==> src/rtl/jedro_1_instr_queue_if.sv <==
`default_nettype none
// ============================================================================
//  Module      : jedro_1_instr_queue_if
//  Description : IFU/decode-facing signal bundle of the instruction queue.
//  Revision    : 1.0 - initial release
// ============================================================================
interface jedro_1_instr_queue_if #(
    parameter int DATA_WIDTH = 32,
    parameter int ADDR_WIDTH = 32,
    parameter int DEPTH      = 4
);
    logic [DATA_WIDTH-1:0]        in_instr;
    logic [ADDR_WIDTH-1:0]        in_addr;
    logic                         in_valid;
    logic                         get_next_instr;
    logic                         flush;
    logic [DATA_WIDTH-1:0]        out_instr;
    logic [ADDR_WIDTH-1:0]        out_addr;
    logic                         out_valid;
    logic                         out_ready;
    logic [$clog2(DEPTH+1)-1:0]   count;
    logic                         full;
    logic                         empty;

    // Environment side: IFU producer plus decode consumer
    modport master (
        output in_instr, in_addr, in_valid, flush, out_ready,
        input  get_next_instr, out_instr, out_addr, out_valid, count, full, empty
    );

    // Queue side
    modport slave (
        input  in_instr, in_addr, in_valid, flush, out_ready,
        output get_next_instr, out_instr, out_addr, out_valid, count, full, empty
    );
endinterface
`default_nettype wire

==> src/rtl/jedro_1_instr_queue.sv <==
`default_nettype none
// ============================================================================
//  Module      : jedro_1_instr_queue
//  Description : Show-ahead instruction FIFO between IFU and decode with
//                single-cycle flush on taken jumps.
//  Revision    : 1.0 - initial release
// ============================================================================
module jedro_1_instr_queue #(
    parameter int DATA_WIDTH = 32,
    parameter int ADDR_WIDTH = 32,
    parameter int DEPTH      = 4
) (
    input  wire logic               clk,
    input  wire logic               rst,
    jedro_1_instr_queue_if.slave    q
);
    localparam int c_PTR_W = $clog2(DEPTH);
    localparam int c_CNT_W = $clog2(DEPTH+1);

    logic [DATA_WIDTH-1:0] r_mem_instr [DEPTH];
    logic [ADDR_WIDTH-1:0] r_mem_addr  [DEPTH];
    logic [c_PTR_W-1:0]    r_rd_ptr;
    logic [c_PTR_W-1:0]    r_wr_ptr;
    logic [c_CNT_W-1:0]    r_count;

    logic w_full;
    logic w_empty;
    logic w_accept;
    logic w_push;
    logic w_pop;

    assign w_full   = (r_count == c_CNT_W'(DEPTH));
    assign w_empty  = (r_count == '0);
    // Accept depends only on state, flush and reset: no path from out_ready
    assign w_accept = !w_full && !q.flush && !rst;
    assign w_push   = q.in_valid && w_accept;
    assign w_pop    = !w_empty && q.out_ready && !q.flush;

    always_ff @(posedge clk) begin
        if (rst || q.flush) begin
            r_rd_ptr <= '0;
            r_wr_ptr <= '0;
            r_count  <= '0;
        end else begin
            if (w_push) begin
                r_wr_ptr <= r_wr_ptr + c_PTR_W'(1);
            end
            if (w_pop) begin
                r_rd_ptr <= r_rd_ptr + c_PTR_W'(1);
            end
            case ({w_push, w_pop})
                2'b10:   r_count <= r_count + c_CNT_W'(1);
                2'b01:   r_count <= r_count - c_CNT_W'(1);
                default: r_count <= r_count;
            endcase
        end
    end

    // Entry storage is intentionally not cleared by reset or flush
    always_ff @(posedge clk) begin
        if (w_push) begin
            r_mem_instr[r_wr_ptr] <= q.in_instr;
            r_mem_addr[r_wr_ptr]  <= q.in_addr;
        end
    end

    assign q.get_next_instr = w_accept;
    assign q.out_valid      = !w_empty;
    assign q.out_instr      = w_empty ? '0 : r_mem_instr[r_rd_ptr];
    assign q.out_addr       = w_empty ? '0 : r_mem_addr[r_rd_ptr];
    assign q.count          = r_count;
    assign q.full           = w_full;
    assign q.empty          = w_empty;

endmodule
`default_nettype wire

==> src/flat_wrapper.sv <==
// flat-port wrapper written by rule: the top's interface ports become plain ports
module jedro_1_instr_queue_flat 
#(
    parameter int DATA_WIDTH = 32,
    parameter int ADDR_WIDTH = 32,
    parameter int DEPTH      = 4
)
  (clk, rst, q_in_instr, q_in_addr, q_in_valid, q_flush, q_out_ready, q_get_next_instr, q_out_instr, q_out_addr, q_out_valid, q_count, q_full, q_empty);
  jedro_1_instr_queue_if #(.DATA_WIDTH(DATA_WIDTH), .ADDR_WIDTH(ADDR_WIDTH), .DEPTH(DEPTH)) q_i ();
  input  wire logic clk;
  input  wire logic rst;
  input wire logic [$bits(q_i.in_instr)-1:0] q_in_instr;
  input wire logic [$bits(q_i.in_addr)-1:0] q_in_addr;
  input wire logic [$bits(q_i.in_valid)-1:0] q_in_valid;
  input wire logic [$bits(q_i.flush)-1:0] q_flush;
  input wire logic [$bits(q_i.out_ready)-1:0] q_out_ready;
  output wire logic [$bits(q_i.get_next_instr)-1:0] q_get_next_instr;
  output wire logic [$bits(q_i.out_instr)-1:0] q_out_instr;
  output wire logic [$bits(q_i.out_addr)-1:0] q_out_addr;
  output wire logic [$bits(q_i.out_valid)-1:0] q_out_valid;
  output wire logic [$bits(q_i.count)-1:0] q_count;
  output wire logic [$bits(q_i.full)-1:0] q_full;
  output wire logic [$bits(q_i.empty)-1:0] q_empty;
  assign q_i.in_instr = q_in_instr;
  assign q_i.in_addr = q_in_addr;
  assign q_i.in_valid = q_in_valid;
  assign q_i.flush = q_flush;
  assign q_i.out_ready = q_out_ready;
  assign q_get_next_instr = q_i.get_next_instr;
  assign q_out_instr = q_i.out_instr;
  assign q_out_addr = q_i.out_addr;
  assign q_out_valid = q_i.out_valid;
  assign q_count = q_i.count;
  assign q_full = q_i.full;
  assign q_empty = q_i.empty;
  jedro_1_instr_queue #(.DATA_WIDTH(DATA_WIDTH), .ADDR_WIDTH(ADDR_WIDTH), .DEPTH(DEPTH)) u_core (.clk(clk), .rst(rst), .q(q_i));
endmodule
==> config.mk <==
export PLATFORM = sky130hd
export DESIGN_NAME = jedro_1_instr_queue_flat
export DESIGN_NICKNAME = d
export VERILOG_FILES = /design/src/rtl/jedro_1_instr_queue_if.sv /design/src/rtl/jedro_1_instr_queue.sv /design/src/flat_wrapper.sv
export SDC_FILE = /design/constraint.sdc
export NUM_CORES = 1
export LEC_CHECK = 0
export CORE_UTILIZATION = 30
export DETAILED_ROUTE_END_ITERATION = 6
export DONT_BUFFER_PORTS = 1
export PLACE_DENSITY = 0.4
export SLEW_MARGIN = 20
export SYNTH_ARGS = -nofsm -noshare
export SYNTH_HDL_FRONTEND = slang
export SYNTH_SLANG_ARGS = --single-unit
==> constraint.sdc <==
create_clock -name clk -period 4.4 [get_ports clk]
set_clock_uncertainty 0.1 [all_clocks]
set_input_delay 0.66 -clock clk [delete_from_list [all_inputs] [get_ports clk]]
set_output_delay 0.66 -clock clk [all_outputs]
set_load 0.01 [all_outputs]
# After elaboration in Yosys (flattened, before gate mapping)
# Memories as Yosys holds them, arrays and structs flattened. A register that Yosys moved wholly into a read port is not among the register bits.
# Index checks and enable logic that the tools add are counted.
word_totals:
  regBits: 7
  ram_bits: 256
  in_bits: 69
  out_inout_bits: 71
  memories: 2
memory_table:
  columns: ["name", "depth", "width", "rd", "rd_ports_with_merged_regs", "write_ports", "line_no", "source"]
  rows:
  - ["u_core.r_mem_addr", 4, 32, 1, 1, 1, "jedro_1_instr_queue.sv:21", "logic [ADDR_WIDTH-1:0] r_mem_addr [DEPTH];"]
  - ["u_core.r_mem_instr", 4, 32, 1, 1, 1, "jedro_1_instr_queue.sv:20", "logic [DATA_WIDTH-1:0] r_mem_instr [DEPTH];"]
classes:
  add_sub_neg: 4
  eq_ne: 3
  n_mux: 9
  reduce_logical: 12
op_table:
  columns: ["cell", "count"]
  rows:
  - ["$mux 32", 2]
  - ["$mux 2", 4]
  - ["$pmux 3 s2", 1]
  - ["$logic_and 1x1->1", 5]
  - ["$add 2x1->2 const B", 2]
  - ["$logic_not 1->1", 4]
  - ["$add 3x1->3 const B", 1]
  - ["$eq 3x3->1 const B", 1]
  - ["$logic_not 3->1", 1]
  - ["$sub 3x1->3 const B", 1]
  - ["$eq 2x1->1 const B", 1]
  - ["$eq 2x2->1 const B", 1]
  - ["$mux 1", 2]
  - ["$reduce_bool 2->1", 1]
  - ["$logic_or 1x1->1", 1]

# Depth between registers and ports, before layout
# Gate-level depths: netlist of run 1.
depth:
  depth_word: 7
  ltp_mapped: 10

# Least setup slack after synthesis of run 1
# OpenSTA, ideal clock, no wires.
synth_timing:
  kind: "input -> register"
  startpoint: "input q_flush"
  endpoint: "memory u_core.r_mem_addr[0][0] (enable)"
  setup_time_ns: 0.429
  arrival_ns: 2.657
  slack_ns: 1.214
  path_stages: 2
  path_cell_list: "nor3b_1 -> and3_1"
synth_via:
  elab_chain_len: 6
synth_rtl:
  columns: ["element", "line_no", "source"]
  rows:
  - ["start: declaration", "flat_wrapper.sv:15", "input wire logic [$bits(q_i.flush)-1:0] q_flush;"]
  - ["$logic_not 1->1", "jedro_1_instr_queue.sv:35", "assign w_accept = !w_full && !q.flush && !rst;"]
  - ["$logic_and 1x1->1 (2 in series)", "jedro_1_instr_queue.sv:35", null]
  - ["$logic_and 1x1->1", "jedro_1_instr_queue.sv:36", "assign w_push = q.in_valid && w_accept;"]
  - ["$mux 1", "jedro_1_instr_queue.sv:61", "if (w_push) begin"]
  - ["$mux 1 (not written as such)", "jedro_1_instr_queue.sv:63", "r_mem_addr[r_wr_ptr] <= q.in_addr;"]
  - ["end: declaration", "jedro_1_instr_queue.sv:21", null]
# No other way between the ends.

==> metrics, run 1 <==
CTS tree=yes; via count=4393; die area=34860 um2; VDD IR max=approximately 0.27 mV; Worst-path clk slew=0.06 ns; internal power=4280 uW; CP Data Arrival Time=2.41 ns; vias in the first global route=5069; EDFF count, synth=256; cell area after synthesis=10230 um2; critical path endpoint=q_out_addr[8]; Die Y=186.7 um; Root Driver=clkbuf_16; sequential share of the synthesized area=76.88%; Chip Width=186.7 um; yosys warns=0; Leak=0.003585 uW; Critical Path RT=3.64 ns; number of synthesized register bits=265; highest clock rate=315.3 MHz; Clk pwr share=45.7%; largest net degree at the start of global routing=65; CORE AREA=33530 um2; clk_lat worst skew=0.54 ns; Switching Fraction=about a fifth; initial antenna violation count=0; Post-synth top cells=edfxtp_1, and2_1, mux4_2; Final #Nets=558; starting density of the core=30.52%; Crit Path Class=flip-flop to output port; Synth Flop Type=edfxtp_1; CTS Buf Count=30; Max Root-Sink Buffers=3; critical path endpoint category=output port; reg2reg setup slack=1.74 ns; Post-route DRC=0; via/cell ratio=4.595; Avg Cell Area, Syn=22.15 um2; gpl congestion=0.6427; asr flop ratio synth=0%; Post-DRT Antenna Nets=0; clock sink count=265; status=finished, final reports clean; minimum clock period=between 3 and 4 ns; placed inst area=10710 um2; sequential cell area=7875 um2; largest stage delay on the critical path=0.61 ns; post-CTS sizing=0; RSZ-0062 raised after global routing=false; drt total wl=~21 mm; Power Dens Cells=453.4 nW/um2; post-placement cell count=899; Flop pwr share=52.9%; CP max FO=19; Yosys top cell by area=edfxtp_1; FF-to-FF Start=u_core.q.count[2]$_SDFFE_PP0P_; R2R Path End=u_core.q.count[2]$_SDFFE_PP0P_; Max-Cap Viols=0; fin crit share=~72%; H-tree Lvls=1; fraction of layout cells with a size suffix above 1=25.05%; CTS Hold Buffers Added=0; Post-CTS Repair Setup Buffers=0; Fill cells=3149; Psw=approximately 1000 uW; Final Max Tran Viols=0; hpwl dp=12.57 mm; Area contributors post-synth=edfxtp_1, mux4_2, and2_1; worst r2r path cells=9; total power=5300 uW; Slew headroom=28.95%; Crit-path slowest cell=dfxtp_4; # setup viols final=0; synthesized instance count=462; crit path cell chain=buf_4, mux4_2, and2_1; worst slew pin tran=1.066 ns; DR pass1 iterations=6; GRT overflow=0; first-pass GRT wire length=31.88 mm; fin area=11690 um2; Synth Net Count=537; setup_tns=0 ns; 1st-iter DRT viols=192; GRT Total Usage=12.33%; HP Class=input port to flip-flop; Rows=67; pre-CTS setup slack=1.488 ns; final worst slack=roughly 1.2 ns; area occupied by multi-input gates=2157 um2; Fin. Hold Viols=0; Critical Path Start Type=flip-flop; Netlist cell types=29; Comb pwr share=1.5%; I/O Pins=140; port bufs=0; Layout Cells excl Fill=956; drt wl/cell=22.20 um; Synth top area share=75.12%; count leader, synth=edfxtp_1; Layout area overhead=14.21%
==> cell type report <==
| cell class | count | area share (%) |
|---|---|---|
| diodes | 1 | 0.02141 |
| clock buffers | 35 | 6.766 |
| clock inverters | 21 | 1.552 |
| inverters | 8 | 0.2569 |
| multi-input cells | 166 | 18.46 |
| flip-flops and latches | 265 | 67.38 |
| well taps | 448 | 4.796 |
| repair buffers | 12 | 0.7708 |
==> metal layers <==
| layer | up-vias | global-route usage [%] | part of all wire, % |
|---|---|---|---|
| li1 | 1919 | - | - |
| met2 | 131 | 20.68 | 48 |
| met1 | 2309 | 14.92 | 42 |
| met5 | - | 0 | 0 |
| met3 | 34 | 4.251 | 7.7 |
| met4 | 0 | 3.815 | 2.3 |
==> cell families (layout without fill, tap and decap cells) <==
family,Yosys count,count (layout),synth area share [%]
DFF,265,265,76.88
xor gates and xnor gates,3,3,0.2568
and+or+nand+nor,84,84,4.988
buffers and inverters,31,76,2.250
other,0,1,0
AOI/OAI and AO/OA,9,9,0.5869
muxes,64,64,14.23
adders and majority gates,6,6,0.8070
==> placed cells by master (no fill, tap or decap), drive strengths merged <==
cell type	instances
edfxtp	256
and2	65
mux4	64
clkbuf	35
clkinv	16
buf	12
inv	9
dfxtp	9
nor2	7
ha	5
and3	4
xor2	3
a21oi	3
bufinv	3
or3	3
o21ai	2
o31ai	2
diode	1
or3b	1
nor3b	1
or2	1
a211oi	1
a21o	1
nand2	1
nand3	1
fa	1
clkinvlp	1
==> worst min-delay path by stage <==
stage / from / to / slack, ns / cells after the start
finish: q_in_addr[1] / u_core.r_mem_addr[0][1]$_DFFE_PP_ / 0.11 / 0
global placement: u_core.r_rd_ptr[1]$_SDFFE_PP0P_ / flip-flop / 0.36 / 2
global route: q_in_instr[10] / u_core.r_mem_instr[2][10]$_DFFE_PP_ / 0.07 / 0
detailed placement: u_core.r_rd_ptr[1]$_SDFFE_PP0P_ / flip-flop / 0.39 / 2
floorplan: u_core.r_rd_ptr[1]$_SDFFE_PP0P_ / flip-flop / 0.36 / 2
CTS: q_in_instr[10] / u_core.r_mem_instr[2][10]$_DFFE_PP_ / 0.08 / 0
==> state kept, by name, summed over array words and instances, names as in the netlist, named ones only <==
signal,count
u_core.r_mem_addr,128
u_core.r_mem_instr,128
u_core.q.count,3
u_core.r_rd_ptr,2
u_core.r_wr_ptr,2
==> worst max-delay path, delay by kind of cell (launching register included) <==
family	cells	cell delay [ns]
buf+inv	1	0.45
flops	1	0.61
mux	1	0.59
simple gates	1	0.22
==> per-stage QoR <==
| step | hold slack, ns | utilization, % |
|---|---|---|
| final | 0.1134 | 34.85 |
| after CTS | 0.08008 | 34.85 |
| after floorplan | 0.3591 | - |
| after detailed placement | 0.3898 | 31.95 |
| after global placement | 0.3613 | 31.95 |
| after global routing | 0.07423 | 34.85 |
==> power groups by stage <==
stage / Combinational [uW] / Clock, uW / Sequential, uW
after floorplan: 58.3 / 0 / 2850
after global placement: 79.1 / 0 / 2850
after detailed placement: 80.6 / 0 / 2850
after CTS: 80.9 / 2490 / 2800
after global routing: 85.2 / 2590 / 2800
final: 77.0 / 2420 / 2800
(Power assumes the default switching activity.)
==> run 2: changes to the inputs <==
PLACE_DENSITY = 0.41   (was 0.4)
clock period = 2.7 ns   (was 4.4 ns; I/O delays follow)
==> run 2 against run 1 <==
Effect of this change: via count increased by 6.4%; register-to-register slack worse by 1.4 ns; count of clock-buffer cells in the layout grew 7; clock power up 55%; utilization is 2.3 points higher; global-route usage grew 0.31 points; sequential power is 63% higher; design area increased by 6.6%; total power is 61% higher; critical path type unchanged; highest routed layer unchanged.
==> metrics, run 2 (synthesis results as in run 1) <==
Power Dens Cells=686.9 nW/um2 (+51%); I/O Pins=140 (unchanged); HP Class=input port to flip-flop; Chip Width=186.7 um (unchanged); Max Root-Sink Buffers=3 (unchanged); CTS Buf Count=30 (unchanged); Post-CTS Repair Setup Buffers=0 (unchanged); CP max FO=12 (-7); critical path endpoint category=output port; largest stage delay on the critical path=0.56 ns (-0.05 ns); reg2reg setup slack=0.38 ns (-1.36 ns); Worst-path clk slew=0.06 ns (about the same); Fill cells=3097 (-1.7%); die area=34860 um2 (unchanged); RSZ-0062 raised after global routing=false; Rows=67 (unchanged); Slew headroom=64.18% (+35 points); crit path cell chain=buf_4, mux4_2, and2_1; GRT overflow=0 (unchanged); Critical Path RT=2.19 ns (-1.45 ns); CORE AREA=33530 um2 (unchanged); VDD IR max=0.3780 mV (+42%); status=finished, final reports clean; fraction of layout cells with a size suffix above 1=22.20% (-2.8 points); fin crit share=between 90% and 100%; minimum clock period=2.558 ns; highest clock rate=390.9 MHz; worst slew pin tran=0.5328 ns (-0.5331 ns); DR pass1 iterations=4 (-2); Crit-path slowest cell=mux4_2; drt total wl=21.69 mm (+2.2%); starting density of the core=30.52% (unchanged); first-pass GRT wire length=33.13 mm (+3.9%); Leak=0.003880 uW (+8.2%); clk_lat worst skew=0.55 ns (about the same); most frequent cells in the layout=edfxtp_1, dlygate4sd3_1, and2_1; Final #Nets=632 (+13%); Critical Path Start Type=flip-flop; # setup viols final=0 (unchanged); Worst Min Path Start=rst; initial antenna violation count=0 (unchanged); 1st-iter DRT viols=246 (+28%); Post-route DRC=0 (unchanged); Post-DRT Antenna Nets=0 (unchanged); drt wl/cell=21.08 um (-5.0%); CTS tree=yes; clock sink count=265 (unchanged); FF-to-FF Start=u_core.q.count[0]$_SDFFE_PP0P_; gpl congestion=0.6769 (+5.3%); GRT Total Usage=12.64% (+0.31 points); placed inst area=10840 um2 (+1.2%); Max-Cap Viols=0 (unchanged); via count=4676 (+6.4%); commonest non-fill, non-tap cell in the layout=edfxtp_1; port bufs=0 (unchanged); total power=8554 uW (+61%); Worst Hold Depth=2 (+2); top cell family by delay on the critical path=multiplexers; via/cell ratio=4.544 (-1.1%); Hold WS=0.08555 ns (-0.02784 ns); worst r2r path cells=9 (unchanged); # diodes=0 (-1); Root Driver=clkbuf_16; Crit Path Class=flip-flop to output port; Fin. Hold Viols=0 (unchanged); Layout area overhead=21.69%; CP Data Arrival Time=2.05 ns (-0.36 ns); worst path bufs/invs=1 (unchanged); fin area=12450 um2 (+6.6%); largest net degree at the start of global routing=49 (-25%); setup_tns=0 ns (unchanged); R2R Path End=u_core.q.count[2]$_SDFFE_PP0P_; hpwl dp=12.32 mm (-2.0%); H-tree Lvls=1 (unchanged); vias in the first global route=5342 (+5.4%); Final Max Tran Viols=0 (unchanged); Die Y=186.7 um (unchanged)
## run 2: cell count changes in the layout (fill, tap and decap cells not counted), sizes merged
cell         delta
buf             +8
bufinv          -2
clkbuf          +7
clkinv          -7
clkinvlp        +2
diode           -1
dlygate4sd3    +66
## run 2: worst max-delay path by stage
stage               cells after the start  slack, ns                             end
floorplan                              10       0.29  u_core.q.count[2]$_SDFFE_PP0P_
global placement                        9       0.43  u_core.q.count[2]$_SDFFE_PP0P_
detailed placement                      9       0.41  u_core.q.count[2]$_SDFFE_PP0P_
CTS                                     4     0.0004                  q_out_addr[25]
global route                            3      0.002                 q_out_instr[27]
finish                                  3       0.14                 q_out_instr[29]
## run 2: power by group
| part | switching (uW) | internal, uW | total (uW) | leakage, uW |
|---|---|---|---|---|
| combinational | 129 | 120 | 249 | 0.00106 |
| sequential | 9.23 | 4550 | 4560 | 0.00239 |
| clock | 1550 | 2200 | 3740 | 0.000434 |
## run 2: area by class of cell
cell class	instances	area, um2	area share, %
Clock inverter	14	100.1	0.8038
Multi-Input combinational cell	166	2153	17.29
Clock buffer	42	817.0	6.561
Sequential cell	265	7875	63.24
Inverter	8	30.03	0.2411
Tap cell	448	560.5	4.501
Timing Repair Buffer	86	917.1	7.365
## run 2: per-stage QoR
stage | cells | util [%] | setup WS, ns
2_1_floorplan | 462 | - | 0.2930
3_3_place_gp | 906 | 32.33 | 0.4299
3_5_place_dp | 906 | 32.33 | 0.4117
4_1_cts | 1029 | 37.15 | 0.0003608
5_1_grt | 1029 | 37.14 | 0.002476
6_report | 1029 | 37.14 | 0.1416
## run 2: what timing repair did
item                                    CTS  global route
hold buffers                             66             0
endpoints found under the setup margin   12            52
endpoints found under the hold margin   259             0
gates resized for setup                   1             3
gates cloned                              1             0
## run 2: metal layers
metal  share of wire, %  GRT usage [%]  up-vias
li1                   -              -     2065
met1                 41          15.32     2473
met2                 52          22.56      101
met3                4.7          2.765       37
met4                2.0          3.531        0
met5                  0              0        -
==> RTL change, RTL diff (config.mk and constraints of run 2) <==
`DATA_WIDTH` is set to 32 in 3 places; all go to 24.
--- a/src/rtl/jedro_1_instr_queue_if.sv
+++ b/src/rtl/jedro_1_instr_queue_if.sv
@@ -5,7 +5,7 @@
 //  Revision    : 1.0 - initial release
 // ============================================================================
 interface jedro_1_instr_queue_if #(
-    parameter int DATA_WIDTH = 32,
+    parameter int DATA_WIDTH = 24,
     parameter int ADDR_WIDTH = 32,
     parameter int DEPTH      = 4
 );
--- a/src/rtl/jedro_1_instr_queue.sv
+++ b/src/rtl/jedro_1_instr_queue.sv
@@ -6,7 +6,7 @@
 //  Revision    : 1.0 - initial release
 // ============================================================================
 module jedro_1_instr_queue #(
-    parameter int DATA_WIDTH = 32,
+    parameter int DATA_WIDTH = 24,
     parameter int ADDR_WIDTH = 32,
     parameter int DEPTH      = 4
 ) (
--- a/src/flat_wrapper.sv
+++ b/src/flat_wrapper.sv
@@ -1,7 +1,7 @@
 // flat-port wrapper written by rule: the top's interface ports become plain ports
 module jedro_1_instr_queue_flat 
 #(
-    parameter int DATA_WIDTH = 32,
+    parameter int DATA_WIDTH = 24,
     parameter int ADDR_WIDTH = 32,
     parameter int DEPTH      = 4
 )
Interface: changed (resized q_in_instr and q_out_instr); port bits go from 140 to 124. The function was not compared with the original's and may differ.
==> RTL change against run 2 <==
  * Sequential cell count shrank 32
  * Synthesized area decreased by 13%
  * Design area shrank 12%
  * Wire length fell by 16%
  * Register-to-register slack worse by 0.17 ns
  * Total power shrank 12%
  * Non-clock buffer count down 9
  * Setup slack gained 0.071 ns
==> RTL change: results (changes against run 2) <==
[yosys] synthesized-area fraction occupied by ao, oa, aoi and oai cells 0.671% [+0.084 points]
[route] Iteration-0 DRC Markers 197 [-20%]
[yosys] mux contribution to synthesized area 14.1% [-0.14 points]
[yosys] number of instances in the synthesized netlist 411 [-11%]
[route] drt wl/cell 20.4 um [-3.3%]
[yosys] Synth area leaders edfxtp_1, mux4_2, nor2b_1
[yosys] number of enable flip-flop cells after synthesis 224 [-13%]
[route] wirelength, routed 18300 um [-16%]
[yosys] Post-Synth XOR/XNOR Area 0.294% [+0.037 points]
[run_status] run status complete, no violations
[clock_network] worst-skew pair later-pin latency 0.52 ns [-0.03 ns]
[global_routing] pin count of the biggest net entering global routing 34 [-31%]
[route] amount of wire on met2 after detailed routing 9310 um [-17%]
[setup_path] maximum cell stage delay along the critical path 0.40 ns [-0.16 ns]
[setup_path] slowest stage cell on the critical path dfxtp_1
[place] routability-driven placement congestion ratio 0.741 [+9.5%]
[final_layout] filler cell count in the final layout 2684 [-13%]
[route] routed length on met3 1030 um [+0.39%]
[min_path] startpoint of the tightest hold check path q_in_valid
[yosys] number of unique standard cell types used by synthesis 28 [-3.4%]
[min_path] Worst Hold Path EP u_core.r_wr_ptr[0]
[min_path] count of cells along the worst hold path 2 [unchanged]
[setup_path] critical path launch point u_core.q.count[1]
[global_routing] global route overflow 0 [unchanged]
[timing] time the worst path needs with I/O delays and setup 2.49 ns [-0.0707 ns]
[global_routing] vias in the first global route 4837 [-9.5%]
[global_routing] first-pass GRT wire length 28500 um [-14%]
[place] HPWL after DPL 10600 um [-14%]
[final_layout] layout cells sized above 1 23.1% [+0.89 points]
[place] Placement Setup Slack 0.262 ns [-0.149 ns]
[clock_network] number of buffers added by the clock tree synthesis step 26 [-13%]
[clock_network] post-cts hold buffer count 56 [-15%]
[timing] remaining max-slew budget at the tightest pin 68.3% [+4.2 points]
[clock_network] Gates resized, CTS repair 0 [-1]
[yosys] most numerous cell types in the synthesized netlist edfxtp_1, mux4_2, nor2b_1
[setup_path] register-to-register setup slack 0.21 ns [-0.17 ns]
[setup_path] Critical path destination u_core.q.count[2]
[setup_path] largest fanout of any net on the critical path 6 [-6]
[yosys] post-synthesis sequential area ratio 77.2% [+0.28 points]
[route] length of routed wiring on met1 7370 um [-18%]
[route] top layer used by detailed routing met4
[global_routing] GRT Overall Usage 12.3% [-0.31 points]
[power_and_ir_drop] Max VDD drop 0.426 mV [+13%]
[yosys] post-synthesis net count 478 [-11%]
[place] Placed Cells 793 [-12%]
[clock_network] CTS Buffer Depth 3 [unchanged]
[yosys] share of synthesized flip-flops with an asynchronous set or reset 0% [unchanged]
[yosys] Syn. warnings 0 [unchanged]
[yosys] area share of fa/ha/maj cells after synthesis 0.923% [+0.12 points]
[setup_path] Top Family by Delay on Critical Path simple AND/OR/NAND/NOR gates
[place] count of input and output buffers 0 [unchanged]
[route] drt via density 4.63 [+1.8%]
[final_layout] final net count 563 [-11%]
[power_and_ir_drop] Leakage Power 3.37 nW [-13%]
[min_path] worst hold path class input pin to register
[final_layout] number of flip-flops in the largest register 128
[RTL change: changes by cell type after synthesis, moves of 4 or more]
cell / before / now
and2_1: 64 / 1
buf_12: 6 / 0
buf_6: 1 / 5
edfxtp_1: 256 / 224
mux4_1: 4 / 0
mux4_2: 60 / 56
nor2b_1: 0 / 56
[RTL change: logic make-up (layout without fill, tap and decap cells)]
family,count (synthesis),count (layout)
AND/OR/NAND/NOR,76,76
multiplexers,56,56
adder cells (fa/ha/maj),6,6
AO/OA/AOI/OAI,9,9
buffers and inverters,28,128
flip-flops,233,233
XOR/XNOR,3,3
[RTL change: layout make-up]
type,instances,area [sq um],area share (%)
Clock buffer,35,706,6.44
Tap cell,384,480,4.38
Multi-Input combinational cell,150,1920,17.5
Sequential cell,233,6910,63.1
Inverter,8,30.0,0.274
Clock inverter,8,86.3,0.787
Timing Repair Buffer,77,831,7.58
[RTL change: power breakdown]
| group | leakage (nW) | switching, mW | internal [mW] | total (mW) |
|---|---|---|---|---|
| logic | 0.886 | 0.114 | 0.110 | 0.225 |
| registers | 2.10 | 0.00843 | 4.00 | 4.01 |
| clock network | 0.387 | 1.29 | 2.00 | 3.29 |
[RTL change: layer usage]
layer	global-route usage [%]	vias to the layer above
met1	14.3	2160
met4	3.62	0
met5	0	-
met2	22.2	124
li1	-	1822
met3	3.29	35
[RTL change: per-stage QoR]
| stage | power, mW | area, sq um | hold WS, ns | util (%) |
|---|---|---|---|---|
| after CTS | 7.65 | 10900 | 0.00558 | 37.7 |
| after global routing | 7.79 | 11000 | 0.0428 | 37.8 |
| after floorplan | 4.17 | 8960 | 0.359 | - |
| after global placement | 4.21 | 9590 | 0.367 | 33.1 |
| final | 7.52 | 11000 | 0.0380 | 37.8 |
| after detailed placement | 4.22 | 9590 | 0.378 | 33.1 |
